[config.mk]
export PLATFORM = sky130hd
export DESIGN_NAME = seq_booth_r4_mult
export DESIGN_NICKNAME = d
export VERILOG_FILES = /design/src/rtl/booth_pkg.sv /design/src/rtl/booth_r4_digit.sv /design/src/rtl/seq_booth_r4_mult.sv
export SDC_FILE = /design/constraint.sdc
export NUM_CORES = 1
export LEC_CHECK = 0
export ABC_AREA = 1
export CORE_ASPECT_RATIO = 1.25
export CORE_UTILIZATION = 50
export CTS_BUF_LIST = sky130_fd_sc_hd__clkbuf_2
export DETAILED_ROUTE_END_ITERATION = 10
export PLACE_DENSITY = 0.84
export SLEW_MARGIN = 20
export SYNTH_ARGS = -nofsm -noshare
export SYNTH_HDL_FRONTEND = slang
export SYNTH_SLANG_ARGS = --single-unit
[constraint.sdc]
create_clock -name clk -period 4.6 [get_ports clk]
set_input_delay 0.92 -clock clk [delete_from_list [all_inputs] [get_ports clk]]
set_output_delay 0.92 -clock clk [all_outputs]
set_load 0.02 [all_outputs]
[src/rtl/booth_pkg.sv]
// Shared types for the radix-4 Booth multipliers: digit encoding, FSM states
// and the triplet recoder.
package booth_pkg;

   // Bit 2 flags a negative digit, bits 1:0 carry the magnitude.
   typedef enum logic [2:0] {
      BOOTH_ZERO = 3'b000,
      BOOTH_POS1 = 3'b001,
      BOOTH_POS2 = 3'b010,
      BOOTH_NEG1 = 3'b101,
      BOOTH_NEG2 = 3'b110
   } booth_digit_e;

   typedef enum logic [1:0] {
      ST_IDLE = 2'b00,
      ST_RUN  = 2'b01,
      ST_DONE = 2'b10
   } booth_state_e;

   // Recode {q[1], q[0], q_prev} into a radix-4 Booth digit.
   function automatic booth_digit_e booth_recode(input logic [2:0] triplet);
      booth_digit_e d;
      case (triplet)
         3'b001, 3'b010: d = BOOTH_POS1;
         3'b011:         d = BOOTH_POS2;
         3'b100:         d = BOOTH_NEG2;
         3'b101, 3'b110: d = BOOTH_NEG1;
         default:        d = BOOTH_ZERO;
      endcase
      return d;
   endfunction

endpackage

[src/rtl/booth_r4_digit.sv]
// Combinational radix-4 Booth digit: recodes a multiplier triplet and forms
// the signed partial product d*M, one bit wider than M so +/-2M fits.
module booth_r4_digit
   import booth_pkg::*;
#(
   parameter int WIDTH = 32
) (
   input  logic [2:0]       triplet,
   input  logic [WIDTH+1:0] mcand,
   output booth_digit_e     digit,
   output logic [WIDTH+2:0] pp
);

   logic [WIDTH+2:0] m1;
   logic [WIDTH+2:0] m2;

   // Recode the triplet and select/negate the scaled multiplicand.
   always_comb begin
      digit = booth_recode(triplet);
      m1    = {mcand[WIDTH+1], mcand};
      m2    = {mcand, 1'b0};
      pp    = '0;
      unique case (digit)
         BOOTH_POS1: pp = m1;
         BOOTH_POS2: pp = m2;
         BOOTH_NEG1: pp = -m1;
         BOOTH_NEG2: pp = -m2;
         default:    pp = '0;
      endcase
   end

endmodule

[src/rtl/seq_booth_r4_mult.sv]
// Sequential radix-4 Booth multiplier, one digit per clock, signed or
// unsigned operands selected per operation, start/busy/done handshake.
module seq_booth_r4_mult
   import booth_pkg::*;
#(
   parameter int WIDTH = 32
) (
   input  logic                 clk,
   input  logic                 rst,
   input  logic                 start,
   input  logic                 signed_mode,
   input  logic [WIDTH-1:0]     multiplicand,
   input  logic [WIDTH-1:0]     multiplier,
   output logic                 busy,
   output logic                 done,
   output logic [2*WIDTH-1:0]   product
);

   // One extra digit beyond WIDTH/2 consumes the two extension bits, which
   // is what makes the unsigned top bit come out right.
   localparam int NDIG = WIDTH / 2 + 1;
   localparam int CW   = $clog2(NDIG);
   localparam int XW   = WIDTH + 2;
   localparam int AW   = WIDTH + 3;

   generate
      if ((WIDTH % 2) != 0 || WIDTH < 4) begin : g_bad_width
         $error("seq_booth_r4_mult: WIDTH must be even and >= 4");
      end
   endgenerate

   booth_state_e     state;
   booth_state_e     state_nxt;
   logic             accept;
   logic [XW-1:0]    mcand_x;
   logic [XW-1:0]    q;
   logic             q_prev;
   logic [AW-1:0]    acc;
   logic [CW-1:0]    cnt;

   booth_digit_e     digit;
   logic [AW-1:0]    pp;
   logic [AW-1:0]    sum;
   logic [AW-1:0]    acc_nxt;
   logic [XW-1:0]    q_nxt;
   logic             q_prev_nxt;

   function automatic logic [XW-1:0] extend(input logic [WIDTH-1:0] v,
                                            input logic sm);
      return sm ? {{2{v[WIDTH-1]}}, v} : {2'b00, v};
   endfunction

   booth_r4_digit #(.WIDTH(WIDTH)) u_digit (
      .triplet (({q[1:0], q_prev})),
      .mcand   (mcand_x),
      .digit   (digit),
      .pp      (pp)
   );

   // Add the current partial product and arithmetic-shift the chain by 2.
   always_comb begin
      sum        = (digit == BOOTH_ZERO) ? acc : acc + pp;
      acc_nxt    = {{2{sum[AW-1]}}, sum[AW-1:2]};
      q_nxt      = {sum[1:0], q[XW-1:2]};
      q_prev_nxt = q[1];
   end

   // State register; reset overrides everything.
   always_ff @(posedge clk) begin
      if (rst) state <= ST_IDLE;
      else     state <= state_nxt;
   end

   // Next-state, accept decode and handshake outputs.
   always_comb begin
      state_nxt = state;
      accept    = 1'b0;
      busy      = 1'b0;
      done      = 1'b0;
      unique case (state)
         ST_IDLE: begin
            if (start) begin
               accept    = 1'b1;
               state_nxt = ST_RUN;
            end
         end
         ST_RUN: begin
            busy = 1'b1;
            if (cnt == '0) state_nxt = ST_DONE;
         end
         ST_DONE: begin
            done = 1'b1;
            if (start) begin
               accept    = 1'b1;
               state_nxt = ST_RUN;
            end else begin
               state_nxt = ST_IDLE;
            end
         end
         default: state_nxt = ST_IDLE;
      endcase
   end

   // Operand latch, accumulator chain, digit counter and product register.
   always_ff @(posedge clk) begin
      if (rst) begin
         mcand_x <= '0;
         q       <= '0;
         q_prev  <= 1'b0;
         acc     <= '0;
         cnt     <= '0;
         product <= '0;
      end else if (accept) begin
         mcand_x <= extend(multiplicand, signed_mode);
         q       <= extend(multiplier, signed_mode);
         q_prev  <= 1'b0;
         acc     <= '0;
         cnt     <= CW'(NDIG - 1);
      end else if (state == ST_RUN) begin
         acc    <= acc_nxt;
         q      <= q_nxt;
         q_prev <= q_prev_nxt;
         cnt    <= cnt - CW'(1);
         if (cnt == '0) product <= {acc_nxt[WIDTH-3:0], q_nxt};
      end
   end

endmodule

==> results.yml, run 1 <==
power:
  irDropWorstVdd_v: 0.000190
  power.leakage_uw: 0.00573
  powerDensity_nw_per_um2: 280
timing:
  worst_pin_slew_ns: 0.831
  maxSlewHeadroom_pct: 44.6
  totalNegativeSetupSlack_ns: 0
  setup_violation_total_in_the_final_timing_report: 0
  layout_min_cycle_time_ns: 4.12
  rsz0062_at_grt: "false"
  skew_ns: 0.0635
  slew_viol_final: 0
  fmaxAchievable_mhz: 243
  final_hold_viol_count: 0
  period_share_pct: 89.5
detailed_routing:
  detail_route.wirelength_um: 34900
  drt-pass1-iter-count: 6
  mean_routed_wirelength_per_cell_um: 17.0
  detail_route.iter0.violations: 793
  vias: 11500
  vias_per_cell: 5.61
  drt.antenna.violating_nets: 0
  drcViolationCount: 0
global_route:
  grt_pass1_vias: 11200
  grt_antenna_before_repair: 2
  grt_pass1_wl_um: 56000
  global_route.overflow_total: 0
  pin_count_of_the_biggest_net_entering_global_routing: 76
  grt_usage_pct: 31.6
placement:
  placed_cells_incl_taps: 2018
  port_buf_inserts: 133
  dpl.hpwl_um: 26300
  gp_congestion: 0.975
clock_network:
  cts.reportedPaths.clkPinSlew_ns: 0.32
  tritoncts: "yes"
  cts.repair_timing.setup_buffer_count: 0
  clk_latency_ns: 0.80
  cts-root-buf: "sky130_fd_sc_hd__clkbuf_2"
  ctsHtreeMaxLevel: 4
  cts-buffers-inserted: 17
  clk_path_buf_depth: 2
  tritoncts_sinks: 172
outcome:
  run_status: "finished, final reports clean"
floorplan:
  core_area_um2: 21000
  die_h_um: 166
  initial_core_util_pct: 51.4
  std_cell_rows: 59
  design.die.area_um2: 22200
  pin_count: 134
  floorplan.die.width_um: 133
critical_path:
  timing.critical_path.slowest_stage_cell: "sky130_fd_sc_hd__dfxtp_1"
  crit_path_start_kind: "flip-flop"
  timing.critical_path.to_type: "flip-flop"
  worstPathArrival_ns: 4.81
  worstPathMaxFanout: 18
  worst-setup-path-type: "flip-flop to flip-flop"
  critical_path.most_common_cell: "sky130_fd_sc_hd__nand2_1"
  required_ns: 5.30
  critical_path.max_stage_delay_ns: 0.45
  cp_cell_sequence: "inv_1 -> nor3_1 -> a21oi_1 -> ha_1 -> nand2_2 -> clkinvlp_4 -> nand3_1 -> o21ai_0 -> o21ai_0 -> inv_1 -> ha_1 -> nand2_1 -> o21ai_0 -> a21oi_1 -> o21a_1 -> nand2_1 -> nand2_1 -> nand3_1 -> nand3_1 -> nand2_1 -> inv_1"
yosys:
  synth_cell_types: 48
  sequential_cell_area_fraction_in_the_yosys_report_pct: 31.9
  netlist_top_cells_area: "sky130_fd_sc_hd__dfxtp_1 32%, sky130_fd_sc_hd__nand2_1 12%, sky130_fd_sc_hd__o21ai_0 7.2%"
  syn_avg_cell_area_um2: 6.48
  dominantRegCellSynth: "sky130_fd_sc_hd__dfxtp_1"
  synthDominantCellAreaShare_pct: 31.9
  synth-edff-count: 0
  syn_area_um2: 10800
  syn-num-nets: 1776
  netlist_instances: 1667
  synthTopCellsByCount: "344 x sky130_fd_sc_hd__nand2_1, 208 x sky130_fd_sc_hd__inv_1, 172 x sky130_fd_sc_hd__dfxtp_1"
  yosys_warnings: 0
  yosys_register_bits: 172
  post-synth-top-area-cell: "sky130_fd_sc_hd__dfxtp_1"
  post-synth-top-count-cell: "sky130_fd_sc_hd__nand2_1"
  async_reset_ff_share_pct: 0
run:
  cap_viol_max_count: 0
min_path:
  hold_path.class: "flip-flop to flip-flop"
layout:
  instances_no_fill: 2052
  nFillCells: 2042
  multiInputGateArea_um2: 6230
  drive_gt1_share_pct: 5.91
  flow.area_growth_from_synthesis_pct: 16.6
  final-seq-area_um2: 3440
  final_net_count: 1872
sequential cells by signal (all words and copies together) (netlist names):
signal and count:
cnt 5, acc 33, mcand_x 33, state 2
q 34, product 64, q_prev 1
final cells by class:
class | count | area share, %
inverters | 227 | 6.79
flip-flops and latches | 172 | 27.3
well taps | 274 | 2.72
repair buffers | 149 | 11.6
clock buffers | 17 | 0.675
clock inverters | 15 | 1.36
multi-input cells | 1196 | 49.5
diodes | 2 | 0.0397
path summary, 6_finish.rpt:
kind / from / end / slack (ns) / cells after the start
max: q[1]$_SDFFE_PP0P_ / product[62]$_SDFFE_PP0P_ / 0.48 / 21
min: q[33]$_SDFFE_PP0P_ / product[31]$_SDFFE_PP0P_ / 0.48 / 2
max reg2reg: q[1]$_SDFFE_PP0P_ / product[62]$_SDFFE_PP0P_ / 0.48 / 21
min reg2reg: q[33]$_SDFFE_PP0P_ / product[31]$_SDFFE_PP0P_ / 0.48 / 2
report_power, final:
part	leakage (uW)	switching [uW]	internal (uW)
clock network	0.000150	687	186
logic	0.00417	625	349
registers	0.00141	83.6	1600
stage by stage:
step           total power [uW]  setup WS (ns)  hold WS (ns)  area [um^2]  utilization (%)
5_1_grt                    3710          0.139         0.485        12600             59.9
3_3_place_gp               2660          0.612         0.450        12300             58.6
6_report                   3530          0.484         0.481        12600             59.9
2_1_floorplan              2330           1.37         0.438        10800                -
3_5_place_dp               2670          0.443         0.459        12300             58.6
4_1_cts                    3540          0.354         0.481        12600             59.8
cell usage in the layout, fill, tap and decap left out, drive strengths merged, types with 10 or more instances in the layout:
cell type and instances:
clkbuf 17, inv 231, clkdlybuf4s50 133, nand4 10, nand3 151, a21oi 107
nor2 178, nand2 351, o21ai 168, ha 40, buf 16, o211ai 11
o22ai 45, o21a 22, a31oi 13, xor2 16, nor3 20, a221oi 20
dfxtp 172
repair_timing:
action                                  CTS  global route
hold buffers                              0             0
endpoints found under the setup margin    0             1
gates resized for setup                   0             1
critical path: cells and delay by family, from the launching register on:
family | cells | cell delay (ns)
AO/OA/AOI/OAI | 6 | 1.21
AND/OR/NAND/NOR | 9 | 1.14
buffers and inverters | 4 | 0.64
adder cells (fa/ha/maj) | 2 | 0.60
flip-flops | 1 | 0.45
logic make-up after synthesis:
| family | count (synthesis) | synth area share, % |
|---|---|---|
| AOI/OAI and AO/OA | 403 | 21.4 |
| xor gates and xnor gates | 23 | 1.86 |
| adders and majority gates | 41 | 4.82 |
| buffers and inverters | 299 | 10.6 |
| DFF | 172 | 31.9 |
| muxes | 1 | 0.0926 |
| and+or+nand+nor | 728 | 29.4 |
metal layers:
metal	share of wire, %	vias up	track usage (%)
met5	0	-	0
li1	-	5728	-
met2	48	398	54.9
met1	41	5296	37.2
met4	4.1	0	14.0
met3	6.5	80	6.32
(Power assumes the default switching activity.)
==> run 2, diff against run 1 <==
- ABC_AREA: 1 -> unset
- PLACE_DENSITY: 0.84 -> 0.85
==> results.yml, run 2 <==
outcome:
  run_status: "complete, but fails checks"
  violations_in_the_final_reports: "design-rule violations"
layout:
  top_register: "product"
  final_net_count: 1453
  final_design_area_no_fill_um2: 11500
  antenna_cells_inserted: 0
  largest_register_ffs: 64
  flow.area_growth_from_synthesis_pct: 21.0
  instances_no_fill: 1589
  nFillCells: 1566
  layout_top_registers: "product x64, q x34"
  layout_common_cells: "212 x sky130_fd_sc_hd__nand2_1, 171 x sky130_fd_sc_hd__dfxtp_1, 160 x sky130_fd_sc_hd__a21oi_1, 132 x sky130_fd_sc_hd__clkdlybuf4s50_1, 131 x sky130_fd_sc_hd__nor2_1"
  finalCoreUtilization_pct: 61.5
  mostFrequentLayoutCell: "sky130_fd_sc_hd__nand2_1"
  drive_gt1_share_pct: 8.18
detailed_routing:
  wl_met1_um: 10200
  drt.antenna.violating_nets: 0
  vias: 9304
  met3_wirelength_um: 1560
  drcViolationCount: 6
  mean_routed_wirelength_per_cell_um: 16.3
  top_layer_used: "met4"
  detail_route.iter0.violations: 696
  drt-pass1-iter-count: 8
  routed-wl-met2_um: 13100
  vias_per_cell: 5.86
  detail_route.wirelength_um: 25800
placement:
  dpl.hpwl_um: 18100
  placedInstanceArea_um2: 11000
  placed_cells_incl_taps: 1549
  gp_congestion: 0.955
  port_buf_inserts: 133
yosys:
  netlist_top_cells_area: "sky130_fd_sc_hd__dfxtp_1 36%, sky130_fd_sc_hd__a21oi_1 8.7%, sky130_fd_sc_hd__nand2_1 8.4%"
  synthTopCellsByCount: "212 x sky130_fd_sc_hd__nand2_1, 172 x sky130_fd_sc_hd__dfxtp_1, 165 x sky130_fd_sc_hd__a21oi_1"
  synth_cell_types: 63
  post-synth-top-area-cell: "sky130_fd_sc_hd__dfxtp_1"
  synth-edff-count: 0
  netlist_instances: 1244
  syn_area_um2: 9510
  yosys_register_bits: 172
  post-synth-top-count-cell: "sky130_fd_sc_hd__nand2_1"
  sequential_cell_area_fraction_in_the_yosys_report_pct: 36.2
  synthDominantCellAreaShare_pct: 36.2
  async_reset_ff_share_pct: 0
  yosys_warnings: 0
  dominantRegCellSynth: "sky130_fd_sc_hd__dfxtp_1"
  syn-num-nets: 1353
  syn_avg_cell_area_um2: 7.64
power:
  switching_share_pct: 37.3
  power.share.sequential_pct: 48.6
  switching_power_uw: 1290
  power.leakage_uw: 0.00441
  p_int_uw: 2170
  report.power.total_uw: 3460
  power.share.combinational_pct: 26.4
  irDropWorstVdd_v: 0.000212
  powerDensity_nw_per_um2: 300
  power.clock.fraction_pct: 25.0
timing:
  period_share_pct: 97.1
  final_hold_viol_count: 0
  setup_violation_total_in_the_final_timing_report: 0
  fmaxAchievable_mhz: 224
  skew_ns: 0.0568
  layout_min_cycle_time_ns: 4.47
  worst_pin_slew_ns: 1.05
  maxSlewHeadroom_pct: 29.9
  hold-worst-slack_ns: 0.466
  slew_viol_final: 0
floorplan:
  floorplan.die.width_um: 125
  std_cell_rows: 56
  pin_count: 134
  design.die.area_um2: 19600
  die_h_um: 156
  core_area_um2: 18700
  initial_core_util_pct: 50.8
clock_network:
  tritoncts_sinks: 172
  clk_path_buf_depth: 2
  tritoncts: "yes"
  clk_latency_ns: 0.82
  ctsHtreeMaxLevel: 4
  cts.reportedPaths.clkPinSlew_ns: 0.33
  cts-buffers-inserted: 17
  cts-root-buf: "sky130_fd_sc_hd__clkbuf_2"
critical_path:
  worstPathMaxFanout: 8
  timing.critical_path.slowest_stage_cell: "sky130_fd_sc_hd__or4_4"
  cp_top_family: "compound AO/OA/AOI/OAI gates"
  required_ns: 5.34
  cp.buffers_inverters: 1
  crit_path_start: "mcand_x[6]$_SDFFE_PP0P_"
  worst-setup-path-type: "flip-flop to flip-flop"
  timing.critical_path.to_type: "flip-flop"
  critical_path.max_stage_delay_ns: 0.53
  worstPathArrival_ns: 5.21
  cp_cell_sequence: "or4_4 -> or3_4 -> buf_6 -> o31ai_1 -> xnor2_1 -> a22oi_1 -> nor2b_1 -> ha_2 -> a21o_1 -> a221o_1 -> o21a_1 -> o31ai_1 -> nand2b_1 -> xnor2_1 -> mux2i_1 -> a211oi_1"
  crit_path_start_kind: "flip-flop"
  worstReg2RegStart: "mcand_x[6]$_SDFFE_PP0P_"
global_route:
  grt_antenna_before_repair: 0
  grt_usage_pct: 26.3
  grt_pass1_vias: 8930
  global_route.overflow_total: 0
  grt_pass1_wl_um: 41800
  pin_count_of_the_biggest_net_entering_global_routing: 91
run:
  cap_viol_max_count: 0
min_path:
  hold_path.class: "flip-flop to flip-flop"
  min_from: "q[4]$_SDFFE_PP0P_"
run 2: worst paths after layout:
path                                  end  slack, ns  cells after the start
hold reg to reg   product[2]$_SDFFE_PP0P_       0.47                      2
hold / removal    product[2]$_SDFFE_PP0P_       0.47                      2
setup / recovery     acc[24]$_SDFFE_PP0P_       0.13                     16
setup reg to reg     acc[24]$_SDFFE_PP0P_       0.13                     16
run 2: worst register-to-register path, cell delays in order (launching register included):
cell                       delay [ns]
sky130_fd_sc_hd__dfxtp_4         0.42
sky130_fd_sc_hd__or4_4           0.53
sky130_fd_sc_hd__or3_4           0.36
sky130_fd_sc_hd__buf_6           0.15
sky130_fd_sc_hd__o31ai_1         0.25
sky130_fd_sc_hd__xnor2_1         0.20
sky130_fd_sc_hd__a22oi_1         0.12
sky130_fd_sc_hd__nor2b_1         0.18
sky130_fd_sc_hd__ha_2            0.35
sky130_fd_sc_hd__a21o_1          0.19
sky130_fd_sc_hd__a221o_1         0.36
sky130_fd_sc_hd__o21a_1          0.24
sky130_fd_sc_hd__o31ai_1         0.25
sky130_fd_sc_hd__nand2b_1        0.14
sky130_fd_sc_hd__xnor2_1         0.23
sky130_fd_sc_hd__mux2i_1         0.16
sky130_fd_sc_hd__a211oi_1        0.29
run 2: per-stage QoR:
step	TNS [ns]	setup slack [ns]
2_1_floorplan	0	0.270
4_1_cts	0	0.00299
6_report	0	0.132
5_1_grt	-0.427	-0.113
3_3_place_gp	0	0.231
3_5_place_dp	0	0.0826
run 2: cells by family (layout without fill, tap and decap cells):
| group | Yosys count | after routing | synth area share [%] |
|---|---|---|---|
| and+or+nand+nor | 475 | 475 | 22.1 |
| adders and majority gates | 41 | 41 | 5.48 |
| DFF | 172 | 172 | 36.2 |
| muxes | 12 | 12 | 1.28 |
| buffers and inverters | 102 | 215 | 4.11 |
| AOI/OAI and AO/OA | 381 | 381 | 25.2 |
| xor gates and xnor gates | 61 | 61 | 5.62 |
run 2: power groups by stage:
stage               combinational [uW]  clock [uW]  sequential, uW
floorplan                          545           0            1730
global placement                   855           0            1700
detailed placement                 874           0            1710
CTS                                878         878            1680
global route                       995         935            1700
finish                             912         863            1680
run 2: final cells by class:
type | instances | area [um^2] | area share (%)
repair buffers | 166 | 1590 | 13.8
multi-input cells | 970 | 5840 | 50.8
clock buffers | 17 | 85.1 | 0.740
clock inverters | 15 | 181 | 1.58
inverters | 17 | 63.8 | 0.555
well taps | 232 | 290 | 2.52
flip-flops and latches | 172 | 3450 | 30.0
run 2: what timing repair did:
| item | in CTS | in global routing |
|---|---|---|
| endpoints found under the setup margin | 0 | 23 |
| setup buffers | 0 | 8 |
| hold buffers | 0 | 0 |
| gates resized for setup | 0 | 38 |
run 2: metal layers:
metal / global-route usage [%] / vias to the layer above
met5: 0 / -
met4: 11.3 / 0
met3: 6.48 / 72
met2: 49.2 / 307
met1: 28.0 / 4365
li1: - / 4560
